### config.mk
export PLATFORM = sky130hd
export DESIGN_NAME = sqrt_err_metrics
export DESIGN_NICKNAME = d
export VERILOG_FILES = /design/src/rtl/sqrt_metrics_pkg.sv /design/src/rtl/sqrt_metrics_div.sv /design/src/rtl/sqrt_err_metrics.sv
export SDC_FILE = /design/constraint.sdc
export NUM_CORES = 1
export LEC_CHECK = 0
export CORE_MARGIN = 4
export CORE_UTILIZATION = 40
export CTS_BUF_LIST = sky130_fd_sc_hd__clkbuf_4
export DETAILED_ROUTE_END_ITERATION = 8
export GPL_ROUTABILITY_DRIVEN = 1
export PLACE_DENSITY = 0.7
export SETUP_SLACK_MARGIN = 0.3
export SYNTH_ARGS = -nofsm -noshare
export SYNTH_HDL_FRONTEND = slang
export SYNTH_HIERARCHICAL = 1
export SYNTH_SLANG_ARGS = --single-unit
### constraint.sdc
create_clock -name clk -period 5.4 [get_ports clk]
set_input_delay 1.08 -clock clk [delete_from_list [all_inputs] [get_ports clk]]
set_output_delay 1.08 -clock clk [all_outputs]
set_load 0.01 [all_outputs]
### src/rtl/sqrt_metrics_pkg.sv
// Shared definitions for the square-root error-metrics block: default widths
// and the run-control state encoding.
package sqrt_metrics_pkg;

    localparam int DEF_OUT_W  = 8;
    localparam int DEF_CNT_W  = 17;
    localparam int DEF_FRAC_W = 16;

    typedef enum logic [1:0] {
        ST_IDLE   = 2'd0,
        ST_ACCEPT = 2'd1,
        ST_DIVIDE = 2'd2,
        ST_DONE   = 2'd3
    } state_e;

endpackage

### src/rtl/sqrt_metrics_div.sv
// Iterative restoring divider. It produces one quotient bit per cycle and
// exposes the final quotient combinationally during its last iteration.
module sqrt_metrics_div #(
    parameter int DIVISOR_W  = 8,
    parameter int DIVIDEND_W = 24
) (
    input  logic                  clk,
    input  logic                  rst_n,
    input  logic                  clear,
    input  logic                  load,
    input  logic [DIVIDEND_W-1:0] dividend,
    input  logic [DIVISOR_W-1:0]  divisor,
    output logic                  busy,
    output logic                  q_valid,
    output logic [DIVIDEND_W-1:0] quotient
);

    localparam int STEP_W = (DIVIDEND_W > 1) ? $clog2(DIVIDEND_W) : 1;

    logic                  busy_q, busy_d;
    logic [STEP_W-1:0]     step_q, step_d;
    logic [DIVISOR_W-1:0]  rem_q, rem_d;
    logic [DIVIDEND_W-1:0] quo_q, quo_d;
    logic [DIVISOR_W-1:0]  divisor_q, divisor_d;

    logic [DIVISOR_W:0]    shifted;
    logic                  fits;
    logic [DIVISOR_W-1:0]  rem_next;
    logic [DIVIDEND_W-1:0] quo_next;
    logic                  last_step;

    // The dividend shifts out of quo_q MSB-first while quotient bits shift in at the LSB.
    always_comb begin
        shifted   = {rem_q, quo_q[DIVIDEND_W-1]};
        fits      = shifted >= {1'b0, divisor_q};
        rem_next  = fits ? DIVISOR_W'(shifted - {1'b0, divisor_q}) : shifted[DIVISOR_W-1:0];
        quo_next  = {quo_q[DIVIDEND_W-2:0], fits};
        last_step = busy_q && (step_q == STEP_W'(DIVIDEND_W - 1));
    end

    always_comb begin
        busy_d    = busy_q;
        step_d    = step_q;
        rem_d     = rem_q;
        quo_d     = quo_q;
        divisor_d = divisor_q;
        if (clear) begin
            busy_d    = 1'b0;
            step_d    = '0;
            rem_d     = '0;
            quo_d     = '0;
            divisor_d = '0;
        end else if (load) begin
            busy_d    = 1'b1;
            step_d    = '0;
            rem_d     = '0;
            quo_d     = dividend;
            divisor_d = divisor;
        end else if (busy_q) begin
            rem_d  = rem_next;
            quo_d  = quo_next;
            step_d = step_q + STEP_W'(1);
            if (last_step) begin
                busy_d = 1'b0;
            end
        end
    end

    always_ff @(posedge clk or negedge rst_n) begin
        if (!rst_n) begin
            busy_q    <= 1'b0;
            step_q    <= '0;
            rem_q     <= '0;
            quo_q     <= '0;
            divisor_q <= '0;
        end else begin
            busy_q    <= busy_d;
            step_q    <= step_d;
            rem_q     <= rem_d;
            quo_q     <= quo_d;
            divisor_q <= divisor_d;
        end
    end

    assign busy     = busy_q;
    assign q_valid  = last_step;
    assign quotient = quo_next;

endmodule

### src/rtl/sqrt_err_metrics.sv
// Accumulates error-distance statistics (count, sum, max, relative-error sum)
// between an approximate and an exact square-root over a run of samples.
module sqrt_err_metrics
    import sqrt_metrics_pkg::*;
#(
    parameter int OUT_W  = DEF_OUT_W,
    parameter int CNT_W  = DEF_CNT_W,
    parameter int FRAC_W = DEF_FRAC_W
) (
    input  logic                          clk,
    input  logic                          rst_n,
    input  logic                          start,
    input  logic [CNT_W-1:0]              num_samples,
    input  logic                          in_valid,
    output logic                          in_ready,
    input  logic [OUT_W-1:0]              approx,
    input  logic [OUT_W-1:0]              exact,
    output logic                          busy,
    output logic                          done,
    output logic [CNT_W-1:0]              sample_count,
    output logic [CNT_W-1:0]              err_count,
    output logic [OUT_W+CNT_W-1:0]        ed_sum,
    output logic [OUT_W-1:0]              ed_max,
    output logic [OUT_W+FRAC_W+CNT_W-1:0] red_sum
);

    localparam int DIV_W = OUT_W + FRAC_W;
    localparam int ED_W  = OUT_W + CNT_W;
    localparam int RED_W = OUT_W + FRAC_W + CNT_W;

    state_e            state_q, state_d;
    logic [CNT_W-1:0]  target_q, target_d;
    logic [CNT_W-1:0]  sample_count_q, sample_count_d;
    logic [CNT_W-1:0]  err_count_q, err_count_d;
    logic [ED_W-1:0]   ed_sum_q, ed_sum_d;
    logic [OUT_W-1:0]  ed_max_q, ed_max_d;
    logic [RED_W-1:0]  red_sum_q, red_sum_d;

    logic [OUT_W-1:0]  abs_diff;
    logic              transfer;
    logic              needs_div;
    logic              last_pair;
    logic              div_busy;
    logic              div_q_valid;
    logic              div_done;
    logic [DIV_W-1:0]  div_quotient;

    // start wins over a simultaneous transfer, so a restarting run never counts that pair.
    always_comb begin
        abs_diff  = (approx >= exact) ? (approx - exact) : (exact - approx);
        transfer  = in_valid && (state_q == ST_ACCEPT) && !start;
        needs_div = (abs_diff != '0) && (exact != '0);
        last_pair = (sample_count_q + CNT_W'(1)) == target_q;
        div_done  = (state_q == ST_DIVIDE) && div_busy && div_q_valid;
    end

    sqrt_metrics_div #(
        .DIVISOR_W  (OUT_W),
        .DIVIDEND_W (DIV_W)
    ) u_div (
        .clk      (clk),
        .rst_n    (rst_n),
        .clear    (start),
        .load     (transfer && needs_div),
        .dividend ({abs_diff, {FRAC_W{1'b0}}}),
        .divisor  (exact),
        .busy     (div_busy),
        .q_valid  (div_q_valid),
        .quotient (div_quotient)
    );

    always_ff @(posedge clk or negedge rst_n) begin
        if (!rst_n) begin
            state_q <= ST_IDLE;
        end else begin
            state_q <= state_d;
        end
    end

    always_comb begin
        state_d = state_q;
        if (start) begin
            state_d = (num_samples == '0) ? ST_DONE : ST_ACCEPT;
        end else begin
            case (state_q)
                ST_IDLE: state_d = ST_IDLE;
                ST_ACCEPT: begin
                    if (transfer) begin
                        if (needs_div) begin
                            state_d = ST_DIVIDE;
                        end else begin
                            state_d = last_pair ? ST_DONE : ST_ACCEPT;
                        end
                    end
                end
                ST_DIVIDE: begin
                    if (div_done) begin
                        state_d = (sample_count_q == target_q) ? ST_DONE : ST_ACCEPT;
                    end
                end
                ST_DONE: state_d = ST_DONE;
                default: state_d = ST_IDLE;
            endcase
        end
    end

    always_comb begin
        in_ready = (state_q == ST_ACCEPT);
        busy     = (state_q == ST_ACCEPT) || (state_q == ST_DIVIDE);
        done     = (state_q == ST_DONE);
    end

    // The sample is counted at transfer time; its relative-error term lands when the divider finishes.
    always_comb begin
        target_d       = target_q;
        sample_count_d = sample_count_q;
        err_count_d    = err_count_q;
        ed_sum_d       = ed_sum_q;
        ed_max_d       = ed_max_q;
        red_sum_d      = red_sum_q;
        if (start) begin
            target_d       = num_samples;
            sample_count_d = '0;
            err_count_d    = '0;
            ed_sum_d       = '0;
            ed_max_d       = '0;
            red_sum_d      = '0;
        end else if (transfer) begin
            sample_count_d = sample_count_q + CNT_W'(1);
            if (abs_diff != '0) begin
                err_count_d = err_count_q + CNT_W'(1);
            end
            ed_sum_d = ed_sum_q + ED_W'(abs_diff);
            ed_max_d = (abs_diff > ed_max_q) ? abs_diff : ed_max_q;
        end else if (div_done) begin
            red_sum_d = red_sum_q + RED_W'(div_quotient);
        end
    end

    always_ff @(posedge clk or negedge rst_n) begin
        if (!rst_n) begin
            target_q       <= '0;
            sample_count_q <= '0;
            err_count_q    <= '0;
            ed_sum_q       <= '0;
            ed_max_q       <= '0;
            red_sum_q      <= '0;
        end else begin
            target_q       <= target_d;
            sample_count_q <= sample_count_d;
            err_count_q    <= err_count_d;
            ed_sum_q       <= ed_sum_d;
            ed_max_q       <= ed_max_d;
            red_sum_q      <= red_sum_d;
        end
    end

    assign sample_count = sample_count_q;
    assign err_count    = err_count_q;
    assign ed_sum       = ed_sum_q;
    assign ed_max       = ed_max_q;
    assign red_sum      = red_sum_q;

endmodule

* Word level (Yosys, flattened, before mapping) *
Cells that the tools add are included.

word-level totals
  word-level logic and storage cells = 93
  output and inout bits = 111
  register bits = 173
  bits of input ports = 37

operators by class
  magnitude comparators = 3
  mux-type cells = 38
  equality and inequality tests = 9
  add/sub/neg operators = 8
  reduce and logical (&&, ||, !) cells = 23

operator list
  operator                                                          number
  41-bit two-way mux                                                3
  17-bit two-way mux                                                5
  8-bit two-way mux                                                 10
  24-bit two-way mux                                                3
  25-bit two-way mux                                                2
  41-bit by 24-bit adder with 41-bit output                         1
  17-bit by 1-bit adder with 17-bit output (second input constant)  2
  17-bit == test                                                    2
  25-bit by 8-bit adder with 25-bit output                          1
  8-bit subtractor                                                  3
  17-bit logical NOT                                                1
  8-bit nonzero test                                                2
  5-bit two-way mux                                                 3
  2-bit two-way mux                                                 7
  2-bit nonzero test                                                5
  9-bit by 8-bit >= comparator with 1-bit output                    1
  8-bit >= comparator                                               1
  8-bit greater-than comparator                                     1
  2-bit case mux with 4 select lines                                1
  2-bit AND reduction                                               4
  1-bit logical AND                                                 7
  5-bit by 1-bit adder with 5-bit output (second input constant)    1
  5-bit == test (second input constant)                             1
  2-bit == test (second input constant)                             2
  9 further kinds                                                   12

* Depth between registers and ports, before layout *
  depth in word-level cells = 8
  gate-level depth with buffers = 20
  gate-level depth less buffers = 18

* Modules after synthesis *
Netlist, hierarchy kept.

by module, submodules not included
  module            instances  cells an instance  seq. area each (sq um)  area an instance (sq um)
  sqrt_err_metrics  1          1066               3178.0                  9390.3
  sqrt_metrics_div  1          308                1151.1                  2701.3

* Least setup slack after synthesis *
No wires, ideal clock.

  path type = in2reg
  start point = input approx[0]
  end point = register ed_sum_q[24], in the netlist ed_sum[24]
  stages = 17
  library setup time = 0.125 ns
  path buffers = 0
  arrival = 4.440 ns
  required time = 5.275 ns
  setup slack = 0.835 ns
  path through = inv_1 -> ha_1 -> inv_1 -> fa_1 -> nand3_1 -> a31oi_2 -> or3_1 -> nand2_1 -> xnor2_1 -> ha_1 -> a21o_1 -> a21o_1 -> a21o_1 -> o2111ai_1 -> nand2_1 -> nand3_1 -> mux2_2

on the way
  cells in the longest elaborated chain, start to end = 5
  elaborated cells on any way between the ends = 7
  classes of those cells = 3 x add/sub; 1 x order compare; 3 x mux

ends and longest elaborated chain
  what                                                            line                     RTL
  start, declared                                                 sqrt_err_metrics.sv:16   input logic [OUT_W-1:0] approx,
  8-bit subtractor / 8-bit >= comparator (equally long branches)  sqrt_err_metrics.sv:50   abs_diff = (approx >= exact) ? (approx - exact) : (exact - approx);
  8-bit two-way mux (*)                                           sqrt_err_metrics.sv:50
  net abs_diff[3]                                                 sqrt_err_metrics.sv:39   logic [OUT_W-1:0] abs_diff;
  25-bit by 8-bit adder with 25-bit output (*)                    sqrt_err_metrics.sv:133  ed_sum_d = ed_sum_q + ED_W'(abs_diff);
  25-bit two-way mux (*)                                          sqrt_err_metrics.sv:128  end else if (transfer) begin
  25-bit two-way mux (*)                                          sqrt_err_metrics.sv:121  if (start) begin
  end signal, assigned                                            sqrt_err_metrics.sv:152  ed_sum_q <= ed_sum_d;
  end, declared                                                   sqrt_err_metrics.sv:35   logic [ED_W-1:0] ed_sum_q, ed_sum_d;

Mark *: on every way through the listed nets, which the timed path passes. The rest lies on a longest branch. The select of a mux whose other input is x is not followed.
A chain may end at the register's enable or synchronous reset.

* Worst setup path after layout *
  start point = input exact[0]
  end point = register ed_max_q[2], in the netlist ed_max[2]

on the way
  cells in the longest elaborated chain, start to end = 5
  elaborated cells on any way between the ends = 10
  classes of those cells = 2 x add/sub; 2 x order compare; 4 x mux; 2 x reduce/logical

ends and longest elaborated chain
  what                                                            line                     RTL
  start, declared                                                 sqrt_err_metrics.sv:17   input logic [OUT_W-1:0] exact,
  8-bit subtractor / 8-bit >= comparator (equally long branches)  sqrt_err_metrics.sv:50
  8-bit two-way mux (*)                                           sqrt_err_metrics.sv:50
  net abs_diff[5]                                                 sqrt_err_metrics.sv:39
  8-bit greater-than comparator (*)                               sqrt_err_metrics.sv:134  ed_max_d = (abs_diff > ed_max_q) ? abs_diff : ed_max_q;
  2-bit nonzero test (no source line) (*)                         --
  2-bit AND reduction (no source line) (*)                        --
  end signal, assigned                                            sqrt_err_metrics.sv:153  ed_max_q <= ed_max_d;
  end, declared                                                   sqrt_err_metrics.sv:36   logic [OUT_W-1:0] ed_max_q, ed_max_d;

Marked as above.

==> metrics <==
final-report hold violation count 0; GRT busiest layer met2; DRC 0; Hold Path Class input pin to async pin; antenna-violating nets left 0; Setup crit end kind register; Wirelength per Cell 16.9 um; grt met1 use 26.7%; RSZ-0062 raised after global routing false; WHS 0.532 ns; commonest non-fill, non-tap cell in the layout dfrtp_1; GRT Overall Usage 19.1%; ys async rst share 100%; number of vias per cell 5.54; # nets final 1602; worst slew pin tran 0.870 ns; initial antenna violation count 1; total CTS buffers 17; largest net degree at the start of global routing 78; total die area 33100 um^2; chip width 182 um; final worst path period need 4.70 ns; xor and xnor fraction of the mapped netlist area 5.72%; CTS max path bufs 2; met3 GRT Util 2.86%; first-pass GRT wire length 52.9 mm; H-tree depth 4; port buffer count 147; synth warn 6; run status finished clean; 1st-iter DRT viols 668; Netlist Area Pre-Place 12100 um^2; Final period util 87.1%; dominant synthesized flop cell dfrtp_1; CTS clk-pin slew, worst paths 0.16 ns; Leak Pwr 0.00596 uW; CTS tree built; via count 10500; routability cong. 0.909; Clock Tree Root clkbuf_4; post-synthesis cell count 1374; combinational family with the most area after synthesis simple AND/OR/NAND/NOR gates; Rows 63; startpoint types input pin; Max-Cap Viols 0; post-CTS sizing 0; Synth-to-Final Area Change 17.1%; CTS sink count 173; worst skew pair latency 0.58 ns; Mapped Avg Cell Area 8.80 um^2; CP Data Required Time 5.84 ns; CP arrival 5.14 ns; Fin Setup TNS 0 ns; crit path kind input pin to register; Max IR drop VDD 132 uV; most frequent cells in the layout 172 x dfrtp_1, 161 x nor2_1, 145 x clkdlybuf4s50_1; number of global-route vias before repair 10100; share of layout cells above drive strength 1 7.92%; Yosys cell types 78; met2 GRT Util 31.3%; CTS Hold Buffers Added 0; crit-path max FO 9; Starting Density 40.7%; Max-slew headroom 41.6%; Detailed Route WL 31.9 mm; mux share of post-synthesis cell area 7.18%; postcts setup bufs 0; number of synthesized flops with an enable pin 0; Synth Area in Adders 8.01%; I/O Pins 148; fraction of the mapped netlist area in compound gates 16.8%; sequential area share after synthesis 35.8%; detailed placer's ending HPWL 23.2 mm; final core utilization 47.7%; gr ovfl total 0; Pwr Density 258 nW/um^2; clock skew 0.0264 ns; die height 182 um; Core Box Area 29700 um^2; Simple-Gate Fraction of Synth Area 20.7%; setup violators final 0; f_max 213 MHz; First-pass DRT Iterations 5; Yosys reg bits 173; max-slew violation count 0
==> cell families after synthesis <==
group / after synthesis
AO/OA/AOI/OAI: 315
XOR/XNOR: 79
adder cells (fa/ha/maj): 75
buffers and inverters: 146
flip-flops: 173
multiplexers: 81
other: 1
AND/OR/NAND/NOR: 504
==> state kept, by name, summed over array words and instances (netlist names) <==
name,flops
u_div/busy,1
u_div/divisor_q,8
u_div/rem_q,8
state_q,2
u_div/quo_q,24
u_div/step_q,5
sample_count,17
err_count,17
ed_sum,25
ed_max,8
target_q,17
red_sum,41
==> layout make-up <==
cell class | instances | area [um^2]
fill | 2823 | 15600
multi-input combinational | 1070 | 7140
sequential | 173 | 4330
timing repair buffer | 173 | 1680
tap | 390 | 488
inverter | 55 | 206
clock inverter | 15 | 185
clock buffer | 17 | 128
antenna | 1 | 2.50
==> worst max-delay path, cell delays in order <==
cell and delay (ns):
clkdlybuf4s50_1 0.53, ha_1 0.19, inv_1 0.05, fa_1 0.39
nand3_1 0.16, a31oi_2 0.17, a2111oi_0 0.51, nor3_1 0.18
nand2b_1 0.29, ha_1 0.34, a21o_1 0.16, a21o_1 0.17
a21oi_1 0.18, nand2_1 0.07, o21ai_0 0.29, a21oi_4 0.14
mux2i_1 0.19, nor2_1 0.06
==> Yosys cell counts, types with 43 or more instances <==
cell      number  area share [%]
o21ai_0       43             1.8
inv_1         55             1.7
nand2_1      113             3.5
dfrtp_1      173              36
clkbuf_1      44             1.4
nand3_1       49             2.0
mux2i_1       44             3.6
nor2_1       161             5.0
xnor2_1       55             4.0
ha_1          71             7.3
a21oi_1      126             5.2
==> per-stage QoR <==
step | total power (uW) | cells | cell area, um^2 | setup slack, ns
after floorplan | 2430 | 1389 | 12100 | 0.835
after detailed placement | 2830 | 1861 | 13800 | 0.150
after CTS | 3680 | 1893 | 14200 | 0.765
after global placement | 2810 | 1861 | 13800 | 0.236
final | 3660 | 1894 | 14200 | 0.696
after global routing | 3900 | 1894 | 14200 | 0.335
==> worst paths after layout <==
kind	from	to	slack [ns]	cells past startpoint
max	exact[0]	ed_max[2]$_DFFE_PN0P_	0.70	18
min	rst_n	ed_sum[4]$_DFFE_PN0P_	0.53	1
max reg2reg	u_div/rem_q[1]$_DFFE_PN0P_	red_sum[36]$_DFFE_PN0P_	0.73	16
min reg2reg	u_div/divisor_q[3]$_DFFE_PN0P_	u_div/divisor_q[3]$_DFFE_PN0P_	0.55	2
max in group asynchronous	rst_n	u_div/quo_q[22]$_DFFE_PN0P_	3.82	2
min in group clk	u_div/divisor_q[3]$_DFFE_PN0P_	u_div/divisor_q[3]$_DFFE_PN0P_	0.55	2
==> where the power goes <==
group | switching, uW | internal (uW)
Sequential | 112 | 1390
Combinational | 769 | 551
Clock | 512 | 329
Total | 1390 | 2270
==> metal layers <==
metal  share of wire [%]  vias to the layer above
met2                  47                      280
met3                 4.6                       34
met5                   0                        -
li1                    -                     5119
met4                 1.7                        0
met1                  46                     5068
(Power assumes the default switching activity.)
